`config.mk`:
```
export PLATFORM = sky130hd
export DESIGN_NAME = wb_stage_flat
export DESIGN_NICKNAME = d
export VERILOG_FILES = /design/src/rtl/wb_stage_pkg.sv /design/src/rtl/wb_stage_if.sv /design/src/rtl/wb_stage_load_ext.sv /design/src/rtl/wb_stage.sv /design/src/flat_wrapper.sv
export SDC_FILE = /design/constraint.sdc
export NUM_CORES = 1
export LEC_CHECK = 0
export CORE_MARGIN = 2
export CORE_UTILIZATION = 41
export CTS_BUF_LIST = sky130_fd_sc_hd__clkbuf_2
export CTS_CLUSTER_DIAMETER = 40
export DETAILED_ROUTE_END_ITERATION = 12
export PLACE_DENSITY = 0.81
export SLEW_MARGIN = 20
export SYNTH_ARGS = -nofsm -noshare
export SYNTH_HDL_FRONTEND = slang
export SYNTH_SLANG_ARGS = --single-unit
```
`constraint.sdc`:
```
create_clock -name clk -period 2.2 [get_ports clk]
set_input_delay 0.44 -clock clk [delete_from_list [all_inputs] [get_ports clk]]
set_output_delay 0.44 -clock clk [all_outputs]
set_load 0.01 [all_outputs]
```
`src/rtl/wb_stage_pkg.sv`:
```
// Shared CPU definitions: write-back source selects, load types, reset PC.
// No logic, so there is no latency.
// No flow control; constants and types only.
package cpu_defs;

    localparam int unsigned XLEN_DEF     = 32;
    localparam logic [31:0] RESET_PC_DEF = 32'h0000_3000;

    // Write-back source select
    typedef enum logic [1:0] {
        WB_SEL_ALU  = 2'd0,
        WB_SEL_MEM  = 2'd1,
        WB_SEL_LINK = 2'd2,
        WB_SEL_RSV  = 2'd3
    } wb_sel_e;

    // Load types; encodings 5..7 are reserved and behave like a word load
    localparam logic [2:0] LD_W  = 3'd0;
    localparam logic [2:0] LD_H  = 3'd1;
    localparam logic [2:0] LD_HU = 3'd2;
    localparam logic [2:0] LD_B  = 3'd3;
    localparam logic [2:0] LD_BU = 3'd4;

endpackage

```
`src/rtl/wb_stage_if.sv`:
```
// MEM-stage inputs and WB-stage outputs of the write-back stage, grouped as one bus.
// Wires only, so there is no latency.
// No backpressure on the bus; stall and flush are the pipeline controls.
interface wb_stage_if;
    // pipeline control
    logic        stall;
    logic        flush;
    // MEM-stage entry
    logic        mem_valid;
    logic [31:0] mem_pc;
    logic        mem_we;
    logic [4:0]  mem_wa;
    logic [1:0]  mem_wb_sel;
    logic [31:0] mem_alu_res;
    logic [31:0] mem_dm_rdata;
    logic [2:0]  mem_ld_type;
    // register-file write port
    logic        grf_we;
    logic [4:0]  grf_wa;
    logic [31:0] grf_wd;
    logic [31:0] grf_pc;
    // forwarding source for the hazard unit
    logic        fwd_valid;
    logic [4:0]  fwd_wa;
    logic [31:0] fwd_wd;
    // status
    logic        exc_misalign;
    logic [31:0] retire_cnt;

    // pipeline side that drives the MEM-stage entry
    modport master (
        output stall, flush, mem_valid, mem_pc, mem_we, mem_wa, mem_wb_sel,
               mem_alu_res, mem_dm_rdata, mem_ld_type,
        input  grf_we, grf_wa, grf_wd, grf_pc, fwd_valid, fwd_wa, fwd_wd,
               exc_misalign, retire_cnt
    );

    // the write-back stage itself
    modport slave (
        input  stall, flush, mem_valid, mem_pc, mem_we, mem_wa, mem_wb_sel,
               mem_alu_res, mem_dm_rdata, mem_ld_type,
        output grf_we, grf_wa, grf_wd, grf_pc, fwd_valid, fwd_wa, fwd_wd,
               exc_misalign, retire_cnt
    );
endinterface

```
`src/rtl/wb_stage_load_ext.sv`:
```
// Load-data extraction: picks the addressed word/half/byte and sign/zero extends it.
// Purely combinational, zero latency.
// No flow control; also flags misaligned word/halfword loads.
module load_ext
    import cpu_defs::*;
(
    input  logic [31:0] rdata_i,
    input  logic [1:0]  off_i,
    input  logic [2:0]  ld_type_i,
    output logic [31:0] data_o,
    output logic        misalign_o
);

    logic [15:0] half;
    logic [7:0]  byte_sel;

    // Little-endian lane selection from the byte offset
    always_comb begin
        half = off_i[1] ? rdata_i[31:16] : rdata_i[15:0];
        case (off_i)
            2'd0:    byte_sel = rdata_i[7:0];
            2'd1:    byte_sel = rdata_i[15:8];
            2'd2:    byte_sel = rdata_i[23:16];
            default: byte_sel = rdata_i[31:24];
        endcase
    end

    // Extension and alignment check; reserved types fall into the word case
    always_comb begin
        data_o     = rdata_i;
        misalign_o = (off_i != 2'b00);
        case (ld_type_i)
            LD_H: begin
                data_o     = {{16{half[15]}}, half};
                misalign_o = off_i[0];
            end
            LD_HU: begin
                data_o     = {16'h0000, half};
                misalign_o = off_i[0];
            end
            LD_B: begin
                data_o     = {{24{byte_sel[7]}}, byte_sel};
                misalign_o = 1'b0;
            end
            LD_BU: begin
                data_o     = {24'h00_0000, byte_sel};
                misalign_o = 1'b0;
            end
            default: ;
        endcase
    end

endmodule

```
`src/rtl/wb_stage.sv`:
```
// MEM/WB pipeline register plus write-back mux driving the GPR write port and WB forwarding.
// One cycle from MEM inputs to grf_*/fwd_* outputs; outputs are combinational from the register.
// stall holds the entry, flush (priority) inserts a bubble; WB_RETIRE_CNT_EN adds a retire counter.
module wb_stage
    import cpu_defs::*;
#(
    parameter int unsigned XLEN     = XLEN_DEF,
    parameter logic [31:0] RESET_PC = RESET_PC_DEF
) (
    input  logic        clk,
    input  logic        reset_n,
    wb_stage_if.slave   bus
);

    logic            valid_q,   valid_d;
    logic            we_q,      we_d;
    logic [4:0]      wa_q,      wa_d;
    wb_sel_e         wb_sel_q,  wb_sel_d;
    logic [XLEN-1:0] alu_q,     alu_d;
    logic [XLEN-1:0] rdata_q,   rdata_d;
    logic [2:0]      ld_type_q, ld_type_d;
    logic [XLEN-1:0] pc_q,      pc_d;

    logic [XLEN-1:0] ld_data;
    logic            ld_misalign;
    logic            misalign_kill;
    logic [XLEN-1:0] wd;
    logic            we_out;

    // Next entry: flush turns the slot into a bubble, stall holds, otherwise capture
    always_comb begin
        valid_d   = valid_q;
        we_d      = we_q;
        wa_d      = wa_q;
        wb_sel_d  = wb_sel_q;
        alu_d     = alu_q;
        rdata_d   = rdata_q;
        ld_type_d = ld_type_q;
        pc_d      = pc_q;
        if (bus.flush) begin
            valid_d = 1'b0;
            we_d    = 1'b0;
        end else if (!bus.stall) begin
            valid_d   = bus.mem_valid;
            we_d      = bus.mem_we;
            wa_d      = bus.mem_wa;
            wb_sel_d  = wb_sel_e'(bus.mem_wb_sel);
            alu_d     = bus.mem_alu_res;
            rdata_d   = bus.mem_dm_rdata;
            ld_type_d = bus.mem_ld_type;
            pc_d      = bus.mem_pc;
        end
    end

    // MEM/WB register; reset drops any in-flight entry
    always_ff @(posedge clk or negedge reset_n) begin
        if (!reset_n) begin
            valid_q   <= 1'b0;
            we_q      <= 1'b0;
            wa_q      <= 5'd0;
            wb_sel_q  <= WB_SEL_ALU;
            alu_q     <= '0;
            rdata_q   <= '0;
            ld_type_q <= LD_W;
            pc_q      <= RESET_PC;
        end else begin
            valid_q   <= valid_d;
            we_q      <= we_d;
            wa_q      <= wa_d;
            wb_sel_q  <= wb_sel_d;
            alu_q     <= alu_d;
            rdata_q   <= rdata_d;
            ld_type_q <= ld_type_d;
            pc_q      <= pc_d;
        end
    end

    load_ext u_load_ext (
        .rdata_i    (rdata_q),
        .off_i      (alu_q[1:0]),
        .ld_type_i  (ld_type_q),
        .data_o     (ld_data),
        .misalign_o (ld_misalign)
    );

    // Alignment only matters when the load result is actually consumed
    assign misalign_kill = valid_q & (wb_sel_q == WB_SEL_MEM) & ld_misalign;

    // Write-back data select; driven even when the write is suppressed
    always_comb begin
        wd = '0;
        case (wb_sel_q)
            WB_SEL_ALU:  wd = alu_q;
            WB_SEL_MEM:  wd = ld_data;
            WB_SEL_LINK: wd = pc_q + 32'd8;
            default:     wd = '0;
        endcase
    end

    // $0 is hardwired, reserved selects never write
    assign we_out = valid_q & we_q & (wa_q != 5'd0) & ~misalign_kill
                  & (wb_sel_q != WB_SEL_RSV);

    assign bus.grf_we       = we_out;
    assign bus.grf_wa       = wa_q;
    assign bus.grf_wd       = wd;
    assign bus.grf_pc       = pc_q;
    assign bus.fwd_valid    = we_out;
    assign bus.fwd_wa       = wa_q;
    assign bus.fwd_wd       = wd;
    assign bus.exc_misalign = misalign_kill;

`ifdef WB_RETIRE_CNT_EN
    logic [31:0] retire_q;

    // Count entries leaving WB; bubbles carry valid=0 and are skipped
    always_ff @(posedge clk or negedge reset_n) begin
        if (!reset_n) begin
            retire_q <= 32'd0;
        end else if (valid_q && !bus.stall) begin
            retire_q <= retire_q + 32'd1;
        end
    end

    assign bus.retire_cnt = retire_q;
`else
    assign bus.retire_cnt = 32'd0;
`endif

endmodule

```
`src/flat_wrapper.sv`:
```
// flat-port wrapper written by rule: the top's interface ports become plain ports
module wb_stage_flat import cpu_defs::*;
#(
    parameter int unsigned XLEN     = XLEN_DEF,
    parameter logic [31:0] RESET_PC = RESET_PC_DEF
)
  (clk, reset_n, bus_stall, bus_flush, bus_mem_valid, bus_mem_pc, bus_mem_we, bus_mem_wa, bus_mem_wb_sel, bus_mem_alu_res, bus_mem_dm_rdata, bus_mem_ld_type, bus_grf_we, bus_grf_wa, bus_grf_wd, bus_grf_pc, bus_fwd_valid, bus_fwd_wa, bus_fwd_wd, bus_exc_misalign, bus_retire_cnt);
  wb_stage_if bus_i ();
  input  logic clk;
  input  logic reset_n;
  input wire logic [$bits(bus_i.stall)-1:0] bus_stall;
  input wire logic [$bits(bus_i.flush)-1:0] bus_flush;
  input wire logic [$bits(bus_i.mem_valid)-1:0] bus_mem_valid;
  input wire logic [$bits(bus_i.mem_pc)-1:0] bus_mem_pc;
  input wire logic [$bits(bus_i.mem_we)-1:0] bus_mem_we;
  input wire logic [$bits(bus_i.mem_wa)-1:0] bus_mem_wa;
  input wire logic [$bits(bus_i.mem_wb_sel)-1:0] bus_mem_wb_sel;
  input wire logic [$bits(bus_i.mem_alu_res)-1:0] bus_mem_alu_res;
  input wire logic [$bits(bus_i.mem_dm_rdata)-1:0] bus_mem_dm_rdata;
  input wire logic [$bits(bus_i.mem_ld_type)-1:0] bus_mem_ld_type;
  output wire logic [$bits(bus_i.grf_we)-1:0] bus_grf_we;
  output wire logic [$bits(bus_i.grf_wa)-1:0] bus_grf_wa;
  output wire logic [$bits(bus_i.grf_wd)-1:0] bus_grf_wd;
  output wire logic [$bits(bus_i.grf_pc)-1:0] bus_grf_pc;
  output wire logic [$bits(bus_i.fwd_valid)-1:0] bus_fwd_valid;
  output wire logic [$bits(bus_i.fwd_wa)-1:0] bus_fwd_wa;
  output wire logic [$bits(bus_i.fwd_wd)-1:0] bus_fwd_wd;
  output wire logic [$bits(bus_i.exc_misalign)-1:0] bus_exc_misalign;
  output wire logic [$bits(bus_i.retire_cnt)-1:0] bus_retire_cnt;
  assign bus_i.stall = bus_stall;
  assign bus_i.flush = bus_flush;
  assign bus_i.mem_valid = bus_mem_valid;
  assign bus_i.mem_pc = bus_mem_pc;
  assign bus_i.mem_we = bus_mem_we;
  assign bus_i.mem_wa = bus_mem_wa;
  assign bus_i.mem_wb_sel = bus_mem_wb_sel;
  assign bus_i.mem_alu_res = bus_mem_alu_res;
  assign bus_i.mem_dm_rdata = bus_mem_dm_rdata;
  assign bus_i.mem_ld_type = bus_mem_ld_type;
  assign bus_grf_we = bus_i.grf_we;
  assign bus_grf_wa = bus_i.grf_wa;
  assign bus_grf_wd = bus_i.grf_wd;
  assign bus_grf_pc = bus_i.grf_pc;
  assign bus_fwd_valid = bus_i.fwd_valid;
  assign bus_fwd_wa = bus_i.fwd_wa;
  assign bus_fwd_wd = bus_i.fwd_wd;
  assign bus_exc_misalign = bus_i.exc_misalign;
  assign bus_retire_cnt = bus_i.retire_cnt;
  wb_stage #(.XLEN(XLEN), .RESET_PC(RESET_PC)) u_core (.clk(clk), .reset_n(reset_n), .bus(bus_i));
endmodule
```
# After elaboration in Yosys (flattened, before gate mapping)
# Cells that the tools add are included.
# Widths: inputs -> output; s select.
dict set report op_classes {
  addsub 1
  n_eq_ne 10
  muxes 9
  n_bitwise 9
  n_reduce_logical 7
}
# cell count
set op_table {}
lappend op_table {{$pmux 32 s4} 1}
lappend op_table {{$pmux 32 s3} 1}
lappend op_table {{$add 32x4->32 const B} 1}
lappend op_table {{$pmux 8 s3} 1}
lappend op_table {{$mux 16} 1}
lappend op_table {{$and 1x1->1} 6}
lappend op_table {{$eq 3x2->1 const B} 2}
lappend op_table {{$reduce_bool 5->1} 1}
lappend op_table {{$eq 2x1->1 const B} 2}
lappend op_table {{$eq 2x2->1 const B} 2}
lappend op_table {{$logic_not 2->1} 2}
lappend op_table {{$mux 1} 4}
lappend op_table {{$reduce_or 2->1} 2}
lappend op_table {{$eq 3x1->1 const B} 1}
lappend op_table {{$eq 3x3->1 const B} 1}
lappend op_table {{$not 1->1} 3}
lappend op_table {{$ne 2x1->1 const B} 1}
lappend op_table {{$ne 2x2->1 const B} 1}
lappend op_table {{$pmux 1 s2} 1}
lappend op_table {{$reduce_and 2->1} 1}
lappend op_table {{$reduce_bool 2->1} 1}
dict set report word_totals {
  ff_bits 108
  inputBits 112
  output_inout_bits 141
  word_cells 44
}

# Depth between registers and ports, before layout
# Gate-level depths: netlist (run 1).
dict set report logic_depth {
  ltp_word 7
  depth_mapped 8
  ltp_nobuf 6
}

# Hierarchy
# From an unflattened synthesis (run 1), not the netlist that was laid out.
dict set report hier_totals {
  hier_cells 620
  hier_area_um2 6777.8
}
# mod instances cells_each area_per_inst_um2 seq_area_each_um2
set by_module_without_submodules {}
lappend by_module_without_submodules {wb_stage 1 496 5736.8 2705.1}
lappend by_module_without_submodules {load_ext 1 124 1041.0 0.0}

# Worst setup path before layout (run 1)
# OpenSTA, ideal clock, no wires.
dict set report synth_timing {
  path_kind {reg-to-output}
  from {register u_core.pc_q[3], in the netlist u_core.bus.grf_pc[3]}
  to {output bus_grf_wd[15]}
  arrival_ns 2.199
  required_time_ns 1.760
  path_slack_ns -0.439
  stages_incl_launch_ff 9
  path_buffers 2
  cell_sequence {dfrtp_1 -> ha_1 -> nand2_1 -> or4_4 -> buf_6 -> nor3_2 -> and3b_1 -> o32ai_2 -> buf_4}
}
dict set report synth_via {
  elab_chain_len 2
}
# item line
set synth_rtl {}
lappend synth_rtl {{start, declared} wb_stage.sv:22} ;# logic [XLEN-1:0] pc_q, pc_d;
lappend synth_rtl {{start signal, assigned} wb_stage.sv:74} ;# pc_q <= pc_d;
lappend synth_rtl {{$add 32x4->32} wb_stage.sv:95} ;# WB_SEL_LINK: wd = pc_q + 32'd8;
lappend synth_rtl {{$pmux 32 s3} wb_stage.sv:92} ;# case (wb_sel_q)
lappend synth_rtl {{end, declared} flat_wrapper.sv:23} ;# output wire logic [$bits(bus_i.grf_wd)-1:0] bus_grf_wd;
# No other way between the ends.

# Worst setup path in the final report (run 1)
dict set report layout_timing {
  from {register u_core.pc_q[3], in the netlist u_core.bus.grf_pc[3]}
  to {output bus_fwd_wd[15]}
}
dict set report layout_via {
  elab_chain_len 2
}
# item line
set layout_rtl {}
lappend layout_rtl {{$add 32x4->32} wb_stage.sv:95}
lappend layout_rtl {{$pmux 32 s3} wb_stage.sv:92}
lappend layout_rtl {{end, declared} flat_wrapper.sv:27} ;# output wire logic [$bits(bus_i.fwd_wd)-1:0] bus_fwd_wd;
# No other way between the ends.

==> impl_metrics.yaml, run 1 <==
sta:
  relSlewSlack: 0.632
  slew_viol_final: 0
  rsz0062_at_grt: "true"
  fin_crit_sh: 1.52
  whs_ns: 0.204
  worst_slew_pin_slew_ns: 0.547
  hold_viol_final: 0
  min_period_ns: 3.35
  layout_setup_ws_ns: -1.15
  fmax_mhz: 299
  setup_viol: 67
  finClkSkew_ns: 0
placed_design:
  post-place-cells: 1049
  routabilityCongestion: 0.903
  dp_hpwl_um: 15900
  io_buffers: 220
critical_path:
  worstPathMaxFanout: 5
  crit_path_start_kind: "flop"
  cp_data_required_time_ns: 1.76
  rr_worst_depth: 6
  criticalPathCategory: "flop to output port"
  cp.arrival_ns: 2.91
  r2r-end: "u_core.alu_q[1]"
  endpoint_kind: "output port"
  r2r_start: "u_core.alu_q[1]"
  rrSetupSlack_ns: 0.48
worst_hold_path:
  worstHoldPathType: "input port to asynchronous set/reset pin"
final_layout:
  regArea_sq_mm: 0.00272
  stdcell_count: 1142
  final_cell_mix: "131 x buf_4, 117 x clkdlybuf4s50_1, 100 x mux2_2"
  nets: 1062
  final_common_cell: "buf_4"
  insertedDiodeCount: 0
  area_growth_pct: 69.1
  filler_cell_count: 1030
  multi_input_area_sq_mm: 0.00396
  layout-drive-gt1-share: 0.531
cts:
  numCtsBuffers: 9
  clock-sinks: 108
  cts_htree_levels: 3
  clk_latency_ns: 0.68
  clock-root-buffer: "clkbuf_2"
  cts_buffer_depth: 2
  cts_tree: "done"
  path_clk_slew_ns: 0.32
logic_synthesis:
  synth_area_leaders: "dfrtp_1 42%, mux2_2 19%, buf_4 8.3%, xnor2_1 3.3%, mux2i_1 3.1%"
  yosysWarnings: 0
  avgSynthCellArea_sq_um: 10.6
  synth_seq_cells: 108
  synth_top_area_frac: 0.415
  synth.distinct_cells: 54
  synthCells: 604
  synth-main-ff-cell: "dfrtp_1"
  synth.largest_area_cell: "dfrtp_1"
  synth-edff-count: 0
  synth-async-reset-ratio: 1.00
  syn_area_sq_mm: 0.00639
  yosysSeqAreaShare: 0.423
route:
  vias_per_cell: 5.47
  drc: 0
  drt-initial-drc-count: 425
  drt_first_pass_iters: 5
  postRouteAntennaNets: 0
  wl_per_cell_um: 21.5
  vias: 6242
  wirelength_um: 24500
global_routing:
  grt_antenna_before_repair: 0
  first_global_vias: 6318
  overflow: 0
  track_usage: 0.280
  grt_max_degree: 42
  grt_first_pass_wirelength_um: 35200
run_status:
  status: "complete, but fails checks"
  violations: "negative setup slack"
die:
  die_y_um: 129
  core.rowCount: 45
  core-area_sq_mm: 0.0152
  top_level_ports: 253
  dieArea_sq_mm: 0.0166
  chipWidth_um: 129
  initial_utilization: 0.420
pwr:
  power_per_cell_area_mw_per_mm2: 730
  p_leak_nw: 4.79
  total_power_mw: 7.88
  ir_drop_mv: 0.421
flow_run:
  cap_violations: 0
critical path, cell delays in order, from the launching register on:
cell,delay (ns)
dfrtp_2,0.48
ha_4,0.16
nand2_4,0.07
or4_4,0.61
buf_6,0.15
nor3_2,0.09
and3b_2,0.24
o32ai_4,0.24
buf_2,0.18
how the worst max path moves through the flow:
stage,start,endpoint,cells past startpoint
2_1_floorplan,u_core.bus.grf_pc[4],bus_grf_wd[15],8
3_3_place_gp,u_core.bus.grf_pc[13],bus_grf_wd[15],6
3_5_place_dp,u_core.bus.grf_pc[13],bus_fwd_wd[15],6
4_1_cts,u_core.bus.grf_pc[12],bus_fwd_wd[15],7
5_1_grt,u_core.bus.grf_pc[12],bus_grf_wd[15],7
6_report,u_core.bus.grf_pc[3],bus_fwd_wd[15],8
flip-flops by register name (all words and copies together) (netlist names):
name,cells
u_core.alu_q,32
u_core.bus.fwd_wa,5
u_core.bus.grf_pc,32
u_core.ld_type_q,3
u_core.rdata_q,32
u_core.valid_q,1
u_core.wb_sel_q,2
u_core.we_q,1
cell type report:
class                   count  area share
clock inverters             5     0.00707
repair buffers            405       0.344
well taps                 188      0.0218
clock buffers              11     0.00510
flip-flops and latches    108       0.251
multi-input cells         414       0.367
inverters                  11     0.00417
cell usage after synthesis, types with 2 or more instances:
cell,instances
nor3_2,2
nor3_1,11
nor4_1,2
and4_1,4
o221ai_1,14
dfstp_2,2
nand4_1,3
buf_4,71
a211oi_1,3
xor2_1,4
clkbuf_1,21
a2bb2oi_1,3
buf_1,2
and3_1,4
nand2b_1,5
a22oi_1,7
inv_1,11
o21ai_1,3
mux2_2,106
o211ai_1,2
nor2_1,32
nand3_1,10
dfrtp_1,106
clkbuf_2,2
a21oi_1,12
buf_2,6
a211o_1,2
or4_1,2
o22ai_1,6
o21bai_1,2
mux2i_1,20
o21ai_0,33
nand2_1,46
nor4_4,2
xnor2_1,24
layer usage:
metal | wire, um | share of wire | global-route usage
met5 | 0 | 0 | 0
met4 | 1360 | 0.055 | 0.136
met3 | 1570 | 0.064 | 0.0503
met2 | 12300 | 0.50 | 0.477
met1 | 9320 | 0.38 | 0.343
repair_timing:
action	CTS	global route
endpoints found under the setup margin	89	81
resized for setup	432	65
buffers inserted	51	25
hold buffers	1	0
endpoints found under the hold margin	41	0
gates cloned	3	1
pin swaps	47	40
metrics by stage:
step	worst slack, ns	TNS (ns)	instance area (sq um)	utilization
6_report	-1.15	-64.24	10800	0.711
5_1_grt	-1.23	-68.44	10800	0.711
4_1_cts	-1.11	-56.97	10400	0.684
3_5_place_dp	-0.620	-34.24	9470	0.623
3_3_place_gp	-0.589	-32.15	9470	0.623
2_1_floorplan	-0.245	-2.82	6790	-
logic make-up after synthesis:
| kind of cell | synth area share |
|---|---|
| AO/OA/AOI/OAI | 0.101 |
| XOR/XNOR | 0.0384 |
| adder cells (fa/ha/maj) | 0.00196 |
| buffers and inverters | 0.111 |
| flip-flops | 0.423 |
| multiplexers | 0.218 |
| other | 0.000587 |
| AND/OR/NAND/NOR | 0.105 |
report_power, final:
group / switching, mW / leakage (nW) / internal, mW
Clock: 0.724 / 0.0796 / 0.379
Sequential: 0.253 / 1.26 / 2.28
Combinational: 2.02 / 3.45 / 2.23
Total: 2.99 / 4.79 / 4.89
(Power assumes the default switching activity.)
==> run 2, diff against run 1 <==
HOLD_SLACK_MARGIN = 0.1   (was not set)
RECOVER_POWER = 50   (was not set)
==> impl_metrics.yaml, run 2 (synthesized netlist as in run 1, its figures left out) <==
pwr:
  seq_power_share: 0.322
  swShare: 0.380
  total_power_mw: 7.88
  ir_drop_mv: 0.421
  p_clk_frac: 0.140
  comb_power_share: 0.539
  p_leak_nw: 4.78
  p_sw_mw: 3.00
  power_per_cell_area_mw_per_mm2: 731
  p_int_mw: 4.88
final_layout:
  layout-drive-gt1-share: 0.530
  fin_area_sq_mm: 0.0108
  regArea_sq_mm: 0.00272
  final_cell_mix: "129 x buf_4, 117 x clkdlybuf4s50_1, 100 x mux2_2"
  nets: 1062
  insertedDiodeCount: 0
  final_common_cell: "buf_4"
  filler_cell_count: 1036
  multi_input_area_sq_mm: 0.00396
  area_growth_pct: 68.6
critical_path:
  worstPathMaxFanout: 5
  slowest_delay_ns: 0.61
  cp.arrival_ns: 2.91
  path_buf_inv: 2
  endpoint_kind: "output port"
  crit_path_start_kind: "flop"
  r2r_start: "u_core.alu_q[1]"
  critPathLaunch: "u_core.bus.grf_pc[3]"
  crit_family: "simple AND/OR/NAND/NOR gates"
  criticalPathCategory: "flop to output port"
  cp_data_required_time_ns: 1.76
  cpMaxStageDelayCell: "or4_4"
  cp_cell_sequence: "ha_4, nand2_4, or4_4, buf_6, nor3_2, and3b_2, o32ai_4, buf_2"
run_status:
  status: "complete, but fails checks"
  violations: "max-capacitance violations, max-slew violations, negative setup slack"
global_routing:
  first_global_vias: 6318
  grt_antenna_before_repair: 0
  grt_first_pass_wirelength_um: 35200
  track_usage: 0.280
  overflow: 0
  grt_max_degree: 42
sta:
  setup_viol: 67
  hold_viol_final: 0
  slew_viol_final: 31
  fin_crit_sh: 1.52
  relSlewSlack: -0.121
  setup-tns-final_ns: -64.08
  layout_setup_ws_ns: -1.15
  finClkSkew_ns: 0
  min_period_ns: 3.35
  worst_slew_pin_slew_ns: 1.68
  rsz0062_at_grt: "true"
  fmax_mhz: 299
cts:
  cts_buffer_depth: 2
  clock-sinks: 108
  clk_latency_ns: 0.68
  path_clk_slew_ns: 0.32
  cts_tree: "done"
  cts_htree_levels: 3
  numCtsBuffers: 9
  clock-root-buffer: "clkbuf_2"
die:
  top_level_ports: 253
  die_y_um: 129
  dieArea_sq_mm: 0.0166
  initial_utilization: 0.420
  core.rowCount: 45
  chipWidth_um: 129
  core-area_sq_mm: 0.0152
route:
  drc: 0
  wirelength_um: 24600
  vias_per_cell: 5.46
  drt-initial-drc-count: 403
  wl_per_cell_um: 21.5
  postRouteAntennaNets: 0
  vias: 6239
  drt_first_pass_iters: 5
worst_hold_path:
  worstHoldPathType: "input port to flop"
  min_from: "bus_mem_pc[13]"
placed_design:
  routabilityCongestion: 0.903
  io_buffers: 220
  dpl_cell_area_sq_mm: 0.00947
  dp_hpwl_um: 15900
  dp_slack_ns: -0.620
flow_run:
  cap_violations: 1
==> run 2: cell count changes in the layout (fill, tap and decap cells not counted) <==
cell and change:
clkbuf_2 +1, buf_12 -2, clkbuf_4 +1, buf_6 +1, clkbuf_1 +1, buf_4 -2
==> run 2: routing by layer <==
layer	share of wire	wire length (um)	vias to the layer above	track usage
met1	0.38	9380	3085	0.343
li1	-	-	2733	-
met4	0.052	1290	0	0.136
met2	0.50	12400	338	0.477
met3	0.063	1540	83	0.0503
met5	0	0	-	0
==> run 2: power by group through the flow <==
stage          combinational, mW  sequential (mW)  clock (mW)
5_1_grt                     4.46             2.56        1.19
2_1_floorplan               1.80             2.57           0
6_report                    4.24             2.53        1.10
3_5_place_dp                3.49             2.53           0
4_1_cts                     3.88             2.50        1.09
3_3_place_gp                3.46             2.52           0
==> run 2: worst register-to-register path, cell delays in order, from the launching register on <==
cell and delay [ns]:
dfrtp_2 0.48, buf_12 0.12, buf_12 0.12, clkinvlp_4 0.12
buf_4 0.15, buf_4 0.14, o21ai_0 0.46
==> run 2: layout make-up <==
type                       count  area share
inverter                      11     0.00418
tap                          188      0.0218
clock inverter                 5     0.00708
clock buffer                  11     0.00511
multi-input combinational    414       0.368
sequential                   108       0.252
timing repair buffer         405       0.342
==> run 2: final timing paths <==
check / endpoint / cells after the start / slack, ns
setup / recovery: bus_fwd_wd[15] / 8 / -1.15
max in group asynchronous: u_core.rdata_q[2] / 3 / 0.19
min in group asynchronous: u_core.alu_q[15] / 2 / 0.70
hold / removal: u_core.bus.grf_pc[13] / 3 / 0.27
hold reg to reg: u_core.alu_q[13] / 1 / 0.55
setup reg to reg: u_core.alu_q[1] / 6 / 0.48
==> run 2: through the flow <==
| step | instances | utilization | hold WS (ns) |
|---|---|---|---|
| global route | 1142 | 0.709 | 0.232 |
| finish | 1142 | 0.709 | 0.275 |
| global placement | 1049 | 0.623 | 0.402 |
| detailed placement | 1049 | 0.623 | 0.403 |
| floorplan | 635 | - | 0.144 |
| CTS | 1119 | 0.684 | 0.180 |
==> run 2: timing repair <==
item                                    in CTS  in global routing
pin swaps                                   47                 40
hold endpoints to repair                   108                  0
cloned                                       3                  1
endpoints found under the setup margin      89                 81
buffers inserted                            51                 25
hold buffers                                 1                  0
gates resized for setup                    432                 65
